$ cat config.mk
export PLATFORM = sky130hd
export DESIGN_NAME = apb_wait_slave
export DESIGN_NICKNAME = d
export VERILOG_FILES = /design/src/rtl/apb_pkg.sv /design/src/rtl/apb_reg_bank.sv /design/src/rtl/apb_wait_slave.sv
export SDC_FILE = /design/constraint.sdc
export NUM_CORES = 1
export LEC_CHECK = 0
export BUFFER_PORTS_ARGS = -buffer_cell sky130_fd_sc_hd__buf_2
export CAP_MARGIN = 20
export CORE_UTILIZATION = 45
export DETAILED_ROUTE_END_ITERATION = 10
export PLACE_DENSITY_LB_ADDON = 0.15
export SETUP_SLACK_MARGIN = 0.1
export SYNTH_ARGS = -nofsm -noshare
export SYNTH_HDL_FRONTEND = slang
export SYNTH_SLANG_ARGS = --single-unit
$ cat constraint.sdc
create_clock -name PCLK -period 5.3 [get_ports PCLK]
set_input_delay 0.53 -clock PCLK [delete_from_list [all_inputs] [get_ports PCLK]]
set_output_delay 0.53 -clock PCLK [all_outputs]
set_load 0.01 [all_outputs]
$ cat src/rtl/apb_pkg.sv
// Shared APB completer types and widths.
// Used by apb_wait_slave and apb_reg_bank.
package apb_pkg;

  localparam int APB_DATA_W = 8;
  localparam int APB_ADDR_W = 8;
  localparam int WAIT_CNT_W = 4;

  typedef enum logic {
    IDLE,
    ACCESS
  } apb_state_e;

endpackage

$ cat src/rtl/apb_reg_bank.sv
// DEPTH x 8 register array, sync clear, async read.
// Addresses at or beyond DEPTH match no entry.
module apb_reg_bank
  import apb_pkg::*;
#(
  parameter int DEPTH = 64
) (
  input  logic                  clk,
  input  logic                  rst,
  input  logic                  we,
  input  logic [APB_ADDR_W-1:0] waddr,
  input  logic [APB_DATA_W-1:0] wdata,
  input  logic [APB_ADDR_W-1:0] raddr,
  output logic [APB_DATA_W-1:0] rdata
);

  logic [APB_DATA_W-1:0] mem [DEPTH];

  always_ff @(posedge clk) begin
    if (rst) begin
      for (int i = 0; i < DEPTH; i++) begin
        mem[i] <= '0;
      end
    end else if (we) begin
      for (int i = 0; i < DEPTH; i++) begin
        if (waddr == APB_ADDR_W'(i)) begin
          mem[i] <= wdata;
        end
      end
    end
  end

  always_comb begin
    rdata = '0;
    for (int i = 0; i < DEPTH; i++) begin
      if (raddr == APB_ADDR_W'(i)) begin
        rdata = mem[i];
      end
    end
  end

endmodule

$ cat src/rtl/apb_wait_slave.sv
// APB completer with byte register bank and WAIT_CYCLES wait states.
// Define APB_SLVERR_EN to add PSLVERR for out-of-range accesses.
module apb_wait_slave
  import apb_pkg::*;
#(
  parameter int DEPTH       = 64,
  parameter int WAIT_CYCLES = 2
) (
  input  logic                  PCLK,
  input  logic                  PRST,
  input  logic                  PSEL,
  input  logic                  PENABLE,
  input  logic                  PWRITE,
  input  logic [APB_ADDR_W-1:0] PADDR,
  input  logic [APB_DATA_W-1:0] PWDATA,
  output logic [APB_DATA_W-1:0] PRDATA,
  output logic                  PREADY
`ifdef APB_SLVERR_EN
  ,
  output logic                  PSLVERR
`endif
);

  apb_state_e            state_q, state_d;
  logic [WAIT_CNT_W-1:0] cnt_q, cnt_d;
  logic [APB_ADDR_W-1:0] addr_q, addr_d;
  logic [APB_DATA_W-1:0] wdata_q, wdata_d;
  logic                  write_q, write_d;
  logic                  in_rng_q, in_rng_d;
  logic                  setup;
  logic                  done;
  logic                  we;
  logic [APB_DATA_W-1:0] bank_rdata;

  assign setup  = PSEL & ~PENABLE;
  assign PREADY = (state_q == ACCESS) && (cnt_q == '0);
  assign done   = PSEL & PENABLE & PREADY;
  assign we     = done & write_q & in_rng_q;
  assign PRDATA = (PREADY && in_rng_q) ? bank_rdata : '0;

`ifdef APB_SLVERR_EN
  assign PSLVERR = PREADY & ~in_rng_q;
`endif

  always_comb begin
    state_d  = state_q;
    cnt_d    = cnt_q;
    addr_d   = addr_q;
    wdata_d  = wdata_q;
    write_d  = write_q;
    in_rng_d = in_rng_q;
    unique case (state_q)
      IDLE: begin
        if (setup) begin
          state_d  = ACCESS;
          cnt_d    = WAIT_CNT_W'(WAIT_CYCLES);
          addr_d   = PADDR;
          wdata_d  = PWDATA;
          write_d  = PWRITE;
          in_rng_d = {1'b0, PADDR} < (APB_ADDR_W+1)'(DEPTH);
        end
      end
      ACCESS: begin
        // PSEL drop aborts; no write commits
        if (!PSEL || done) begin
          state_d = IDLE;
          cnt_d   = '0;
        end else if (cnt_q != '0) begin
          cnt_d = cnt_q - 1'b1;
        end
      end
      default: begin
        state_d = IDLE;
        cnt_d   = '0;
      end
    endcase
  end

  always_ff @(posedge PCLK) begin
    if (PRST) begin
      state_q  <= IDLE;
      cnt_q    <= '0;
      addr_q   <= '0;
      wdata_q  <= '0;
      write_q  <= 1'b0;
      in_rng_q <= 1'b0;
    end else begin
      state_q  <= state_d;
      cnt_q    <= cnt_d;
      addr_q   <= addr_d;
      wdata_q  <= wdata_d;
      write_q  <= write_d;
      in_rng_q <= in_rng_d;
    end
  end

  apb_reg_bank #(
    .DEPTH(DEPTH)
  ) u_bank (
    .clk  (PCLK),
    .rst  (PRST),
    .we   (we),
    .waddr(addr_q),
    .wdata(wdata_q),
    .raddr(addr_q),
    .rdata(bank_rdata)
  );

endmodule

==> impl_metrics.toml <==
[power]
p_per_area_nw_per_um2 = 354
max-vdd-ir-drop_mv = 0.298
p_leak_nw = 9.26
total_power_mw = 9.69

[synth]
synth-async-reset-ratio = 0
synth_compound_area_frac = 0.155
synth_ff_type = "edfxtp_1"
synth_top_area_frac = 0.631
synth-simple-area-share = 0.142
synthesis.area_sq_um = 24400
ys_seq_elements = 535
postSynthCellCount = 2065
muxShareOfSynthArea = 0.0197
synth_top_family_by_area = "compound AO/OA/AOI/OAI gates"
synth_xor_area_frac = 0.00108
synth_edf_count = 512
syn-num-nets = 2087
synth_largest_area_cell = "edfxtp_1"
synth_area_per_cell_sq_um = 11.8
ys_seq_area_frac = 0.650
yosysUniqueCellTypes = 90
synth_fa_ha_area_frac = 0.000514
yosys_warnings = 0
synth_area_leaders = "edfxtp_1 (63%), nor2_1 (6.1%), nand2_1 (2.7%)"

[critical_path]
end_kind = "primary output"
critPathMaxFanout = 28
worstPathRequired_ns = 4.77
crit_arrival_ns = 4.55
start_kind = "flip-flop"
worst-setup-path-type = "flip-flop to primary output"

[placed_design]
hpwl_um = 65400
portBuffers = 29
post_dp_cell_area_sq_um = 25400
globalplace.congestion = 1.01

[drt]
drt-met1-wl_um = 37800
drt_pass1_iterations = 8
vias = 19000
drt_iter0_drc = 3126
wire_per_inst_um = 33.2
routed_via_density = 6.74
ant_nets = 0
drc = 0
highest_layer = "met4"
dr_wl_met2_um = 40000
wl_met3_um = 11400
routed_wl_um = 93700

[cts]
clk_latency_ns = 0.65
cts_tree = "done"
cts.path.max_buffers = 3
root_buffer = "clkbuf_16"
cts_resized = 4
clk_pin_slew_ns = 0.06
postCtsSetupBuffers = 0
numCtsBuffers = 54
cts.sinks = 535
cts_hold_buf = 0
htree_levels = 2

[cells_and_area]
nets = 2109
drive_gt1_frac = 0.131
syn_to_final_growth_pct = 12.4
final_common_cell = "edfxtp_1"
fin_area_sq_um = 27400
layout_common_cells = "edfxtp_1 (512), nor2_1 (395), nand2_1 (172)"

[sta]
min_period_ns = 5.08
max_freq_mhz = 197
slew_violations = 0
rsz0062_at_grt = "false"
period_share = 0.959
tns_ns = 0
slew_headroom = 0.308
finalClockSkew_ns = 0.0402
holdWs_ns = 0.117
setup_viol = 0
hold_violations = 0
worstMarginPinSlew_ns = 1.04

[floorplan]
core-area_sq_um = 53000
die_h_um = 235
io_pins = 30
num_rows = 84
dieArea_sq_um = 55100
die-width_um = 235
initial_core_util = 0.460

[worst_hold_path]
hold_path_class = "input pin to flip-flop"

[grt]
grt_pass1_wl_um = 132000
grt_pass1_vias = 17700
grt-ovfl-total = 0
antenna_found_initial = 1
track_usage = 0.335
grt_max_degree = 69

[flow_run]
cap_violations = 0

[run_status]
status = "finished clean"
where the power goes:
part           leakage, nW  total, mW  switching (mW)  internal, mW
Combinational         2.84      0.602           0.438         0.164
Sequential            5.48       4.91           0.108          4.80
Clock                0.937       4.18            1.76          2.42
metrics by stage:
step           std cells  worst slack [ns]  utilization
2_1_floorplan       2065              2.47            -
3_3_place_gp        2719             0.587        0.479
3_5_place_dp        2719             0.432        0.479
4_1_cts             2821             0.147        0.517
5_1_grt             2821             0.147        0.517
6_report            2822             0.216        0.517
flip-flops by register name, summed over array words and instances (netlist names):
name and count:
cnt_q 4, in_rng_q 1, write_q 1, state_q 1, addr_q 8, wdata_q 8
u_bank.mem 512
synth_stat cells (14+ instances only):
master,instances
edfxtp_1,512
clkbuf_1,81
nand3_1,26
mux2_2,16
a22oi_1,44
mux2i_1,21
inv_1,17
buf_2,48
a21o_1,30
a21oi_1,105
nor2_1,396
o21bai_1,17
o22ai_1,61
dfxtp_1,23
o211ai_1,19
nor3_1,19
a221oi_1,23
o21ai_0,113
nand2b_1,46
o221ai_1,20
nand2_1,172
buf_4,14
o32ai_1,14
path summary, 6_finish.rpt:
path | start | end | slack, ns | cells past startpoint
hold / removal | PWDATA[7] | wdata_q[7]$_SDFFE_PP0P_ | 0.12 | 3
setup / recovery | addr_q[2]$_SDFFE_PP0P_ | PRDATA[0] | 0.22 | 10
hold reg to reg | wdata_q[7]$_SDFFE_PP0P_ | wdata_q[7]$_SDFFE_PP0P_ | 0.46 | 2
setup reg to reg | cnt_q[0]$_SDFFE_PP0P_ | u_bank.mem[0][187]$_SDFFCE_PN0P_ | 1.65 | 9
routing by layer:
layer	vias to the layer above	global-route usage
met4	0	0.141
met1	9428	0.481
met2	1479	0.489
met5	-	0
met3	245	0.0773
li1	7873	-
worst max-delay path, stage by stage (launching register included):
cell and delay, ns:
dfxtp_2 0.66, buf_4 0.41, nor2b_1 0.70, o221ai_1 0.28
o21ai_1 0.15, nor2_1 0.07, a221oi_1 0.27, o221ai_1 0.29
a2111oi_2 0.62, o22ai_1 0.23, buf_2 0.20
kinds of logic after synthesis:
group / count (synthesis)
AND/OR/NAND/NOR: 757
adder cells (fa/ha/maj): 1
AO/OA/AOI/OAI: 560
buffers and inverters: 168
flip-flops: 535
XOR/XNOR: 3
multiplexers: 41
area by class of cell:
cell class,count,area (sq um)
diodes,1,2.50
clock buffers,61,1410
clock inverters,41,541
fillers,4655,25600
inverters,19,71.3
multi-input cells,1362,7850
flip-flops and latches,535,15800
well taps,688,861
repair buffers,115,806
Note: power is estimated with default switching activity, not from simulation.
